<file path="config.mk">
export PLATFORM = sky130hd
export DESIGN_NAME = logic_pipe_scoreboard
export DESIGN_NICKNAME = d
export VERILOG_FILES = /design/src/rtl/logic_pipe_scoreboard.sv
export SDC_FILE = /design/constraint.sdc
export NUM_CORES = 1
export LEC_CHECK = 0
export CORE_MARGIN = 2
export CORE_UTILIZATION = 57
export CTS_BUF_LIST = sky130_fd_sc_hd__clkbuf_8 sky130_fd_sc_hd__clkbuf_16
export CTS_CLUSTER_DIAMETER = 150
export DETAILED_ROUTE_END_ITERATION = 8
export PLACE_DENSITY = 0.79
export SYNTH_ARGS = -nofsm -noshare
export SYNTH_HDL_FRONTEND = slang
export SYNTH_SLANG_ARGS = --single-unit
</file>
<file path="constraint.sdc">
create_clock -name clk -period 5.88 [get_ports clk]
set_input_delay 1.176 -clock clk [delete_from_list [all_inputs] [get_ports clk]]
set_output_delay 1.176 -clock clk [all_outputs]
set_load 0.03 [all_outputs]
</file>
<file path="src/rtl/logic_pipe_scoreboard.sv">
// logic_pipe_scoreboard
// Receiving-end checker for the pipelined logic-operation datapath. Operand
// words issued to the producer are queued in an in-order FIFO. Each returned
// E/F result pops the oldest word and is registered into a compare stage. One
// cycle later a match or mismatch pulse is emitted, with saturating counters,
// first-failure capture and sticky overflow/underflow flags.
module logic_pipe_scoreboard #(
    parameter int DEPTH = 8,
    parameter int CNT_W = 16
) (
    input  logic                       clk,
    input  logic                       rst,
    input  logic                       clear,
    input  logic                       in_valid,
    input  logic [31:0]                in_word,
    output logic                       in_ready,
    input  logic                       res_valid,
    input  logic [7:0]                 res_e,
    input  logic [7:0]                 res_f,
    output logic                       match_pulse,
    output logic                       mismatch_pulse,
    output logic [CNT_W-1:0]           pass_count,
    output logic [CNT_W-1:0]           fail_count,
    output logic [31:0]                first_fail_word,
    output logic [15:0]                first_fail_got,
    output logic                       overflow_err,
    output logic                       underflow_err,
    output logic [$clog2(DEPTH):0]     pending
);

    localparam int AW = $clog2(DEPTH);
    localparam int PW = AW + 1;
    localparam logic [PW-1:0]    FULL_LVL = PW'(DEPTH);
    localparam logic [CNT_W-1:0] CNT_MAX  = {CNT_W{1'b1}};

    // Expected {E,F} for one operand word: E = A | (B & C), F = (B & C) ^ (A | D).
    function automatic logic [15:0] calc_expected(input logic [31:0] word);
        logic [7:0] a_v, b_v, c_v, d_v, bc_v;
        a_v  = word[7:0];
        b_v  = word[15:8];
        c_v  = word[23:16];
        d_v  = word[31:24];
        bc_v = b_v & c_v;
        return {a_v | bc_v, bc_v ^ (a_v | d_v)};
    endfunction

    logic [31:0]      mem_r [DEPTH];
    logic [AW-1:0]    wr_ptr_r, rd_ptr_r;
    logic [PW-1:0]    count_r, count_next_s;
    logic             in_ready_r;
    logic             full_s, empty_s, push_s, pop_s;

    logic             cmp_valid_r;
    logic [31:0]      cmp_word_r;
    logic [15:0]      cmp_got_r;
    logic             cmp_ok_s;

    logic             match_r, mismatch_r, ovf_r, unf_r;
    logic [CNT_W-1:0] pass_r, fail_r;
    logic [31:0]      ff_word_r;
    logic [15:0]      ff_got_r;

    // Handshake decode and next FIFO occupancy from the current registered state.
    always_comb begin
        full_s       = (count_r == FULL_LVL);
        empty_s      = (count_r == {PW{1'b0}});
        push_s       = in_valid & ~full_s;
        pop_s        = res_valid & ~empty_s;
        count_next_s = count_r;
        case ({push_s, pop_s})
            2'b10:   count_next_s = count_r + PW'(1);
            2'b01:   count_next_s = count_r - PW'(1);
            default: count_next_s = count_r;
        endcase
        if (cmp_valid_r) begin
            cmp_ok_s = (calc_expected(cmp_word_r) == cmp_got_r);
        end else begin
            cmp_ok_s = 1'b0;
        end
    end

    // FIFO storage write; contents need no reset because count gates every read.
    always_ff @(posedge clk) begin
        if (push_s && !clear) begin
            mem_r[wr_ptr_r] <= in_word;
        end
    end

    // FIFO pointers, occupancy and registered ready.
    always_ff @(posedge clk or posedge rst) begin
        if (rst) begin
            wr_ptr_r   <= {AW{1'b0}};
            rd_ptr_r   <= {AW{1'b0}};
            count_r    <= {PW{1'b0}};
            in_ready_r <= 1'b1;
        end else if (clear) begin
            wr_ptr_r   <= {AW{1'b0}};
            rd_ptr_r   <= {AW{1'b0}};
            count_r    <= {PW{1'b0}};
            in_ready_r <= 1'b1;
        end else begin
            if (push_s) begin
                wr_ptr_r <= wr_ptr_r + AW'(1);
            end
            if (pop_s) begin
                rd_ptr_r <= rd_ptr_r + AW'(1);
            end
            count_r    <= count_next_s;
            in_ready_r <= (count_next_s != FULL_LVL);
        end
    end

    // Compare stage: capture the popped head word together with the returned result.
    always_ff @(posedge clk or posedge rst) begin
        if (rst) begin
            cmp_valid_r <= 1'b0;
            cmp_word_r  <= 32'h0000_0000;
            cmp_got_r   <= 16'h0000;
        end else if (clear) begin
            cmp_valid_r <= 1'b0;
            cmp_word_r  <= 32'h0000_0000;
            cmp_got_r   <= 16'h0000;
        end else begin
            cmp_valid_r <= pop_s;
            cmp_word_r  <= mem_r[rd_ptr_r];
            cmp_got_r   <= {res_e, res_f};
        end
    end

    // Verdict stage: pulses, saturating counters, first-failure capture, sticky flags.
    always_ff @(posedge clk or posedge rst) begin
        if (rst) begin
            match_r    <= 1'b0;
            mismatch_r <= 1'b0;
            pass_r     <= {CNT_W{1'b0}};
            fail_r     <= {CNT_W{1'b0}};
            ff_word_r  <= 32'h0000_0000;
            ff_got_r   <= 16'h0000;
            ovf_r      <= 1'b0;
            unf_r      <= 1'b0;
        end else if (clear) begin
            match_r    <= 1'b0;
            mismatch_r <= 1'b0;
            pass_r     <= {CNT_W{1'b0}};
            fail_r     <= {CNT_W{1'b0}};
            ff_word_r  <= 32'h0000_0000;
            ff_got_r   <= 16'h0000;
            ovf_r      <= 1'b0;
            unf_r      <= 1'b0;
        end else begin
            match_r    <= cmp_valid_r & cmp_ok_s;
            mismatch_r <= cmp_valid_r & ~cmp_ok_s;
            if (cmp_valid_r && cmp_ok_s && (pass_r != CNT_MAX)) begin
                pass_r <= pass_r + CNT_W'(1);
            end
            if (cmp_valid_r && !cmp_ok_s && (fail_r != CNT_MAX)) begin
                fail_r <= fail_r + CNT_W'(1);
            end
            if (cmp_valid_r && !cmp_ok_s && (fail_r == {CNT_W{1'b0}})) begin
                ff_word_r <= cmp_word_r;
                ff_got_r  <= cmp_got_r;
            end
            ovf_r <= ovf_r | (in_valid & full_s);
            unf_r <= unf_r | (res_valid & empty_s);
        end
    end

    assign in_ready        = in_ready_r;
    assign pending         = count_r;
    assign match_pulse     = match_r;
    assign mismatch_pulse  = mismatch_r;
    assign pass_count      = pass_r;
    assign fail_count      = fail_r;
    assign first_fail_word = ff_word_r;
    assign first_fail_got  = ff_got_r;
    assign overflow_err    = ovf_r;
    assign underflow_err   = unf_r;

endmodule
</file>
# Yosys cells after proc, flatten, opt, wreduce, memory -nomap -nowiden
# Memories as Yosys holds them, arrays and structs flattened.
# Index checks and enable logic that the tools add are counted.
# op_classes
bitwise_logic,15
n_eq_ne,7
add_sub_neg,6
n_reduce_logical,15
muxes,25
# op_table
operator,n
16-bit 2-to-1 mux,7
32-bit 2-to-1 mux,3
"16-bit by 1-bit adder with 16-bit output, second input constant",2
"16-bit != test, second input constant",2
16-bit == test,1
16-bit zero test,1
8-bit OR,2
3-bit 2-to-1 mux,4
2-bit nonzero test,5
1-bit 2-to-1 mux,9
8-bit bitwise AND,1
4-bit one-hot mux with 2 select lines,1
8-bit XOR,1
"3-bit by 1-bit adder with 3-bit output, second input constant",2
1-bit bitwise AND,6
1-bit logical AND,6
"4-bit by 1-bit adder with 4-bit output, second input constant",1
"4-bit == test, second input constant",1
4-bit zero test,1
4-bit 2-to-1 mux,1
"4-bit != test, second input constant",1
"4-bit by 1-bit subtractor with 4-bit output, second input constant",1
1-bit inverter,3
"2-bit by 1-bit == test with 1-bit output, second input constant",1
other kinds (3),5
# word_totals
inputBits,53
ramBits,256
mem_count,1
regBits,144
output_inout_bits,89
# memory_table
memory,depth,width,rd,rd_ports_with_merged_regs,wr,line,text
mem_r,8,32,1,0,1,47,logic [31:0] mem_r [DEPTH];

# Longest topological paths before layout
# Gate-level depths: netlist (run 1).
# logic_depth
ltp_word,9
ltp_mapped,13

# Worst setup path before layout (run 1)
# No wires, ideal clock.
# synth_timing
path_kind,in2reg
from,input port in_valid
to,memory mem_r[0][0] (enable)
arrival_time_ns,3.885
path_slack_ns,1.534
required_ns,5.419
setup_time_ns,0.461
stages,3
path_buffers,0
cell_sequence,nand2_1 -> or3_1 -> nor3_1
# synth_via
elab_chain_len,4
# synth_lines
item,line,text
start: declaration,14,"input logic in_valid,"
1-bit bitwise AND,67,push_s = in_valid & ~full_s;
1-bit logical AND,84,if (push_s && !clear) begin
1-bit 2-to-1 mux,84,
1-bit 2-to-1 mux (not written as such),85,mem_r[wr_ptr_r] <= in_word;
end: declaration,47,
# Every way passes these cells.

# Worst setup path in the final report (run 1)
# layout_timing
from,register cmp_word_r[10]
to,"register ff_word_r[7], in the netlist first_fail_word[7]"
# layout_via
elab_chain_len,8
# layout_lines
item,line,text
start: declaration,54,logic [31:0] cmp_word_r;
start signal: assignment,125,cmp_word_r <= mem_r[rd_ptr_r];
8-bit bitwise AND *,43,bc_v = b_v & c_v;
8-bit XOR / 8-bit OR (equally long branches),44,"return {a_v | bc_v, bc_v ^ (a_v | d_v)};"
16-bit == test *,76,cmp_ok_s = (calc_expected(cmp_word_r) == cmp_got_r);
1-bit 2-to-1 mux *,75,if (cmp_valid_r) begin
1-bit zero test *,159,if (cmp_valid_r && !cmp_ok_s && (fail_r == {CNT_W{1'b0}})) begin
1-bit logical AND * (2 in series),159,
2-bit nonzero test (no line) *,--,
end signal: assignment,160,ff_word_r <= cmp_word_r;
end: declaration,60,logic [31:0] ff_word_r;
# Mark *: on every way between the ends. The rest lies on a longest branch, timed or not.
# A chain may end at the register's enable or synchronous reset.

==> results.yml, run 1 <==
status:
  status: "finished, final reports clean"
timing:
  fin_ws_ps: 2490
  period_share: 0.577
  tightest_slew_ps: 1190
  worst_hold_slack_ps: 496
  setup_tns_ps: 0
  rsz0062_at_grt: "no"
  slew_headroom: 0.200
  finalCriticalPeriod_ps: 3390
  finalSetupViolCount: 0
  final_max_slew_viol_count: 0
  hold_viol: 0
  max_clock_freq_mhz: 295
  clock_skew_ps: 19.0
power:
  comb_power_share: 0.161
  ir_worst_vdd_v: 0.000262
  leakagePower_nw: 7.15
  switchingPower_mw: 1.72
  pwr-share-clk: 0.341
  seqPwrFrac: 0.498
  power_density_mw_per_mm2: 350
  intPower_mw: 4.96
  sw_frac_of_total: 0.258
yosys:
  ys.flop_type: "edfxtp_1"
  synthTopCellsByCount: "edfxtp_1 (256), dfrtp_1 (143), nor2_1 (126)"
  synth.most_common_cell: "edfxtp_1"
  yosysTopAreaCell: "edfxtp_1"
  synthCells: 976
  mappedNetlistArea_mm2: 0.0161
  synthArstFlopShare: 0.360
  synth_edf_count: 256
  synth_seq_area_share: 0.703
  synthDistinctLibCells: 63
  synth_top_area_share: 0.478
  synth_warnings: 0
  synth.area.top_cells: "edfxtp_1 (48%), dfrtp_1 (22%), mux4_2 (9.0%), mux2i_1 (5.2%), nor2_1 (2.9%)"
  ys_seq_elements: 400
  postSynthNetCount: 1037
  syn_area_per_cell_um2: 16.5
die:
  rows: 61
  start_util: 0.578
  fp.dieW_um: 172
  die_area_mm2: 0.0296
  design.portCount: 142
  die_h_um: 172
  core_mm2: 0.0278
final_layout:
  nets: 1190
  fillCellCount: 1825
  area_growth_pct: 18.7
  fin_cells: 1535
  design_area_mm2: 0.0191
  regArea_mm2: 0.0113
  drive_gt1_frac: 0.137
  multi_input_area_mm2: 0.00452
clock_network:
  cts_setup_buffers: 0
  numCtsBuffers: 40
  cts_root_buffer: "clkbuf_16"
  cts.sinks: 400
  h-tree-depth: 2
  ctsResizeCount: 0
  cts_tree: "yes"
  ctsHoldBuffers: 0
  clkTransAtPathRegs_ps: 60
  clockBufferDepth: 3
  clkLatencyLatePin_ps: 520
critical_path:
  path_buf_inv: 1
  timing.critical_path.fanout_max: 34
  crit_slowest_cell: "o21ai_4"
  end_kind: "flip-flop"
  path_delay_family: "compound AO/OA/AOI/OAI gates"
  worst-setup-path-type: "flip-flop to flip-flop"
  worstPathArrival_ps: 3740
  path_cells: "a21oi_1, xnor2_1, nor4_2, nand3_1, o21ai_4, buf_4, mux2i_1, nor2_1"
  required_ps: 6230
  start_kind: "flip-flop"
  critPathMaxStageDelay_ps: 750
detailed_routing:
  vias: 8923
  finalWirelength_mm: 33.7
  ant_nets: 0
  drt_drc_violations_left: 0
  post_drt_via_cell_ratio: 5.81
  dr.pass1.iters: 5
  drt_iter0_drc: 807
  wl_per_cell_um: 21.9
global_route:
  grt_pass1_wl_mm: 52.0
  overflow: 0
  grt_max_degree: 109
  grt_pass1_vias: 8944
  antenna_found_initial: 2
  grt_use_total: 0.235
place:
  dp_hpwl_mm: 20.6
  dp_cells: 1465
  portBuffers: 141
  dp_slack_ps: 2080
  gp_congestion: 0.791
  postPlaceCellArea_mm2: 0.0179
run:
  maxCapViolCount: 0
worst_hold_path:
  worstHoldPathType: "flip-flop to flip-flop"
[cells by family (layout without fill, tap and decap cells)]
kind of cell               count (synthesis)  in the layout  share of synthesized area
buffers and inverters                     61            241                     0.0180
other                                      0              1                          0
xor gates and xnor gates                  29             29                     0.0205
adders and majority gates                  8              8                    0.00623
and+or+nand+nor                          258            258                     0.0804
muxes                                    150            150                      0.144
DFF                                      400            400                      0.703
AOI/OAI and AO/OA                         70             70                     0.0287
[through the flow]
| stage | power, mW | utilization |
|---|---|---|
| 2_1_floorplan | 4.12 | - |
| 3_3_place_gp | 4.43 | 0.644 |
| 3_5_place_dp | 4.46 | 0.644 |
| 4_1_cts | 6.74 | 0.686 |
| 5_1_grt | 6.94 | 0.686 |
| 6_report | 6.68 | 0.686 |
[flip-flops by register name, indices dropped and copies added, names as in the netlist]
| register | flops |
|---|---|
| cmp_got_r | 16 |
| mem_r | 256 |
| rd_ptr_r | 3 |
| wr_ptr_r | 3 |
| cmp_word_r | 32 |
| overflow_err | 1 |
| pass_count | 16 |
| first_fail_got | 16 |
| mismatch_pulse | 1 |
| first_fail_word | 32 |
| underflow_err | 1 |
| fail_count | 16 |
| cmp_valid_r | 1 |
| in_ready | 1 |
| match_pulse | 1 |
| pending | 4 |
[routing by layer]
metal	vias to the layer above	share of wire	global-route usage
met3	47	0.055	0.0403
met2	275	0.49	0.390
met1	4598	0.43	0.330
met4	2	0.017	0.0610
li1	4001	-	-
met5	-	0.00039	0
[layout make-up]
cell class,count,area share
repair buffers,158,0.0812
clock buffers,41,0.0538
multi-input cells,515,0.237
flip-flops and latches,400,0.592
clock inverters,28,0.00754
diodes,1,0.000131
inverters,14,0.00302
well taps,378,0.0248
[layout by cell type (no fill, tap or decap), drive strengths merged, types with 18 or more instances in the layout]
master	count
a21oi	30
dfrtp	143
nor2	126
clkbuf	41
mux4	64
nand2	27
clkdlybuf4s50	140
nor2b	22
buf	18
mux2i	83
edfxtp	256
inv	27
[worst reg2reg max path, cell delays in order (launching register included)]
cell and delay, ps:
dfrtp_1 390, a21oi_1 190, xnor2_1 120, nor4_2 260, nand3_1 550, o21ai_4 750, buf_4 610, mux2i_1 270
nor2_1 70
[worst paths after layout]
path                                        to  depth (start not counted)            from  slack, ps
setup / recovery            first_fail_word[7]                          8  cmp_word_r[10]       2490
min in group asynchronous  first_fail_word[13]                          2             rst       1150
hold reg to reg                  underflow_err                          2   underflow_err        500
max in group asynchronous        cmp_word_r[0]                          3             rst       3800
hold / removal                   underflow_err                          2   underflow_err        500
setup reg to reg            first_fail_word[7]                          8  cmp_word_r[10]       2490
[power by group through the flow]
stage	sequential (mW)	combinational, mW	clock [mW]
3_3_place_gp	3.38	1.05	0
4_1_cts	3.33	1.08	2.32
3_5_place_dp	3.38	1.07	0
5_1_grt	3.35	1.16	2.43
6_report	3.33	1.07	2.28
2_1_floorplan	3.37	0.745	0
Note: power is estimated with default switching activity, not from simulation.
==> run 2: changes to the inputs <==
--- a/config.mk
+++ b/config.mk
@@ -6,11 +6,11 @@
 export NUM_CORES = 1
 export LEC_CHECK = 0
 export CORE_MARGIN = 2
-export CORE_UTILIZATION = 57
+export CORE_UTILIZATION = 52
 export CTS_BUF_LIST = sky130_fd_sc_hd__clkbuf_8 sky130_fd_sc_hd__clkbuf_16
 export CTS_CLUSTER_DIAMETER = 150
 export DETAILED_ROUTE_END_ITERATION = 8
-export PLACE_DENSITY = 0.79
+export PLACE_DENSITY = 0.76
 export SYNTH_ARGS = -nofsm -noshare
 export SYNTH_HDL_FRONTEND = slang
 export SYNTH_SLANG_ARGS = --single-unit
==> constraint.sdc (replaced) <==
create_clock -name clk -period 2.9 [get_ports clk]
set_input_delay 0.58 -clock clk [delete_from_list [all_inputs] [get_ports clk]]
set_output_delay 0.58 -clock clk [all_outputs]
set_load 0.03 [all_outputs]
==> run 2 against run 1 <==
Count of clock-buffer cells in the layout increased by 5. Global-route usage down 3.0 points. Clock skew grew 2.7 ps. Core utilization fell by 4.9 points. Critical path depth up 3. Design area up 1.9%. Register-to-register slack worse by 2200 ps.
==> results.yml, run 2 (synthesis results as in run 1) <==
clock_network:
  clkTransAtPathRegs_ps: 60
  ctsHoldBuffers: 0
  cts_tree: "yes"
  cts_root_buffer: "clkbuf_16"
  cts.sinks: 400
  h-tree-depth: 2
  ctsResizeCount: 0
  clkLatencyLatePin_ps: 530
  cts_setup_buffers: 0
  numCtsBuffers: 41
  clockBufferDepth: 3
place:
  dp_cells: 1488
  postPlaceCellArea_mm2: 0.0182
  gp_congestion: 0.816
  portBuffers: 141
  dp_hpwl_mm: 19.9
critical_path:
  r2r_cells: 11
  required_ps: 3270
  regToRegStartpoint: "pending[0]"
  worst-setup-path-type: "flip-flop to flip-flop"
  worstPathArrival_ps: 2980
  rrSetupSlack_ps: 280
  end_kind: "flip-flop"
  start_kind: "flip-flop"
  r2r-end: "pending[2]"
  timing.critical_path.fanout_max: 8
die:
  rows: 64
  design.portCount: 142
  die_h_um: 180
  start_util: 0.527
  core_mm2: 0.0305
  fp.dieW_um: 180
  die_area_mm2: 0.0323
final_layout:
  layout_common_cells: "edfxtp_1 (256), dfrtp_1 (140), clkdlybuf4s50_1 (140)"
  post-route-util: 0.637
  fin_cells: 1562
  area_growth_pct: 21.0
  design_area_mm2: 0.0194
  top_register: "mem_r"
  nets: 1196
  final_common_cell: "edfxtp_1"
  largest_register_ffs: 256
  drive_gt1_frac: 0.144
global_route:
  grt_pass1_vias: 8836
  grt_pass1_wl_mm: 51.8
  antenna_found_initial: 1
  grt_max_degree: 136
  overflow: 0
  grt_use_total: 0.206
timing:
  max_clock_freq_mhz: 382
  clock_skew_ps: 21.7
  slew_headroom: 0.475
  tightest_slew_ps: 786
  finalSetupViolCount: 0
  worst_hold_slack_ps: 286
  hold_viol: 0
  period_share: 0.903
  finalCriticalPeriod_ps: 2620
  final_max_slew_viol_count: 0
  rsz0062_at_grt: "no"
power:
  power_density_mw_per_mm2: 716
  ir_worst_vdd_v: 0.000458
  total_power_mw: 13.9
  leakagePower_nw: 7.26
detailed_routing:
  wl_per_cell_um: 21.1
  drt_drc_violations_left: 0
  vias: 8864
  dr.pass1.iters: 5
  ant_nets: 0
  finalWirelength_mm: 33.0
  post_drt_via_cell_ratio: 5.67
  drt_iter0_drc: 747
worst_hold_path:
  whs_path_depth: 2
  hp-start: "clear"
  hold_end: "rd_ptr_r[2]"
  worstHoldPathType: "primary input to flip-flop"
status:
  status: "finished, final reports clean"
run:
  maxCapViolCount: 0
==> run 2: cell type report <==
type | instances | area, µm²
Inverter | 14 | 56.3
Clock inverter | 27 | 165
Antenna cell | 1 | 2.50
Multi-Input combinational cell | 515 | 4540
Clock buffer | 46 | 1090
Sequential cell | 400 | 11300
Fill cell | 2095 | 11100
Tap cell | 396 | 495
Timing Repair Buffer | 163 | 1790
==> run 2: worst max-delay path: stages (launching register included) <==
cell,delay [ps]
dfrtp_1,480
nor4_1,370
nand2b_1,210
inv_1,120
ha_1,290
xor2_1,170
ha_1,190
a21oi_1,140
xor2_1,150
nor2_1,60
xnor2_1,200
nor2_1,80
==> run 2: worst max path at each step <==
stage	from	to	slack, ps	cells after the start
after CTS	pending[0]	pending[2]	280	11
after detailed placement	res_valid	in_ready	100	10
after global routing	pending[0]	pending[2]	60	11
after global placement	res_valid	in_ready	200	10
after floorplan	pending[1]	mem_r[6][0]	-440	6
final	pending[0]	pending[2]	280	11
==> run 2: through the flow <==
stage	TNS, ps	setup slack (ps)
2_1_floorplan	-49710	-439
3_3_place_gp	0	198
3_5_place_dp	0	103
4_1_cts	0	275
5_1_grt	0	60.4
6_report	0	282
==> run 2: power breakdown <==
part	total [mW]	leakage (nW)	internal (mW)	switching [mW]
logic	2.35	2.34	1.11	1.24
clock network	4.91	0.674	2.86	2.04
registers	6.67	4.25	6.39	0.276
==> run 2: routing by layer <==
layer | global-route usage | wire [µm] | vias up
met5 | 0 | 0 | -
met3 | 0.0387 | 2170 | 46
li1 | - | - | 4024
met2 | 0.333 | 16200 | 307
met1 | 0.293 | 14100 | 4487
met4 | 0.0501 | 619 | 0
==> run 3: changes to the inputs <==
--- a/config.mk
+++ b/config.mk
@@ -7,10 +7,9 @@
 export LEC_CHECK = 0
 export CORE_MARGIN = 2
 export CORE_UTILIZATION = 52
-export CTS_BUF_LIST = sky130_fd_sc_hd__clkbuf_8 sky130_fd_sc_hd__clkbuf_16
 export CTS_CLUSTER_DIAMETER = 150
 export DETAILED_ROUTE_END_ITERATION = 8
-export PLACE_DENSITY = 0.76
+export PLACE_DENSITY = 0.86
 export SYNTH_ARGS = -nofsm -noshare
 export SYNTH_HDL_FRONTEND = slang
 export SYNTH_SLANG_ARGS = --single-unit
==> run 3 against run 2 <==
Critical path depth is 1 lower. Via count grew 5.1%. Total power increased by 4.2%. Sequential power rose by 0.7%. Fmax down 2.6%. Count of clock-buffer cells in the layout stayed put. Critical path type unchanged.
==> results.yml, run 3 (synthesis results as in run 1) <==
clock_network:
  ctsHoldBuffers: 0
  clkTransAtPathRegs_ps: 60
  numCtsBuffers: 40
  cts_setup_buffers: 0
  h-tree-depth: 2
  cts.sinks: 400
  clockBufferDepth: 3
  cts_tree: "yes"
  cts_root_buffer: "clkbuf_16"
  clkLatencyLatePin_ps: 540
  ctsResizeCount: 0
die:
  core_mm2: 0.0305
  die_area_mm2: 0.0323
  die_h_um: 180
  design.portCount: 142
  fp.dieW_um: 180
  start_util: 0.527
  rows: 64
critical_path:
  path_delay_family: "simple AND/OR/NAND/NOR gates"
  regToRegStartpoint: "pending[0]"
  critPathMaxStageDelay_ps: 470
  path_cells: "nor3_1, nand2_1, nand2_1, ha_1, a21o_1, a22oi_1, o221a_2, or3_1, a21oi_1, nand3_1"
  crit_start: "pending[0]"
  timing.critical_path.fanout_max: 8
  required_ps: 3350
  path_buf_inv: 0
  crit_slowest_cell: "dfrtp_1"
  worstPathArrival_ps: 3140
  start_kind: "flip-flop"
  end_kind: "flip-flop"
  crit_top_cell: "nand2_1"
  worst-setup-path-type: "flip-flop to flip-flop"
place:
  gp_congestion: 0.826
  dp_cells: 1495
  dp_hpwl_mm: 21.3
  postPlaceCellArea_mm2: 0.0182
  portBuffers: 141
final_layout:
  largest_register_ffs: 256
  top_register: "mem_r"
  final_common_cell: "edfxtp_1"
  area_growth_pct: 21.8
  fillCellCount: 1972
  design_area_mm2: 0.0196
  fin_cells: 1571
  drive_gt1_frac: 0.153
  nets: 1202
  layout_common_cells: "edfxtp_1 (256), dfrtp_1 (140), clkdlybuf4s50_1 (140)"
global_route:
  grt_max_degree: 92
  overflow: 0
  grt_pass1_wl_mm: 56.7
  grt_pass1_vias: 9459
  antenna_found_initial: 4
  grt_use_total: 0.228
power:
  switchingPower_mw: 3.70
  intPower_mw: 10.8
  ir_worst_vdd_v: 0.000387
  total_power_mw: 14.5
  seqPwrFrac: 0.463
  power_density_mw_per_mm2: 741
  pwr-share-clk: 0.375
  comb_power_share: 0.162
  leakagePower_nw: 7.28
  sw_frac_of_total: 0.255
detailed_routing:
  post_drt_via_cell_ratio: 5.93
  vias: 9319
  dr.pass1.iters: 6
  drt_drc_violations_left: 0
  wl_per_cell_um: 23.3
  ant_nets: 0
  drt_iter0_drc: 916
  finalWirelength_mm: 36.5
timing:
  max_clock_freq_mhz: 372
  final_max_slew_viol_count: 0
  rsz0062_at_grt: "no"
  finalSetupViolCount: 0
  finalCriticalPeriod_ps: 2690
  hold_viol: 0
  period_share: 0.927
  setup_tns_ps: 0
  clock_skew_ps: 27.6
  tightest_slew_ps: 985
  slew_headroom: 0.344
worst_hold_path:
  worstHoldPathType: "primary input to async pin"
run:
  maxCapViolCount: 0
status:
  status: "finished, final reports clean"
-- run 3: area by class of cell --
| type | count | area (µm²) | area share |
|---|---|---|---|
| sequential | 400 | 11300 | 0.577 |
| multi-input combinational | 515 | 4530 | 0.232 |
| timing repair buffer | 170 | 1790 | 0.0914 |
| clock buffer | 46 | 1040 | 0.0534 |
| tap | 396 | 495 | 0.0253 |
| clock inverter | 28 | 348 | 0.0178 |
| inverter | 14 | 56.3 | 0.00288 |
| antenna | 2 | 5.00 | 0.000256 |
-- run 3: final timing paths --
path / endpoint / slack (ps) / cells past startpoint
min in group clk: fail_count[4] / 490 / 3
max in group asynchronous: cmp_got_r[12] / 1810 / 3
worst max-delay path: in_ready / 210 / 10
worst min register to register: underflow_err / 490 / 2
worst min-delay path: pending[2] / 460 / 2
worst max register to register: in_ready / 210 / 10
-- run 3: worst reg2reg max path, stage by stage, from the launching register on --
cell,delay (ps)
dfrtp_1,470
nor3_1,390
nand2_1,170
nand2_1,210
ha_1,310
a21o_1,120
a22oi_1,70
o221a_2,290
or3_1,310
a21oi_1,190
nand3_1,100
-- run 3: power groups by stage --
stage	sequential [mW]	combinational [mW]	clock (mW)
floorplan	6.83	1.51	0
global placement	6.80	2.23	0
detailed placement	6.82	2.31	0
CTS	6.72	2.35	5.50
global route	6.76	2.50	5.71
finish	6.72	2.34	5.44
-- run 3: layer usage --
metal  global-route usage  wire [µm]
met1                0.302      14100
met2                0.380      18500
met3               0.0470       2850
met4               0.0797       1050
met5                    0         27
-- run 3: per-stage QoR --
stage | hold WS [ps] | util | setup WS (ps)
detailed placement | 486 | 0.596 | 102
finish | 455 | 0.641 | 213
global route | 478 | 0.641 | 13.6
floorplan | 487 | - | -439
CTS | 457 | 0.641 | 257
global placement | 482 | 0.596 | 183
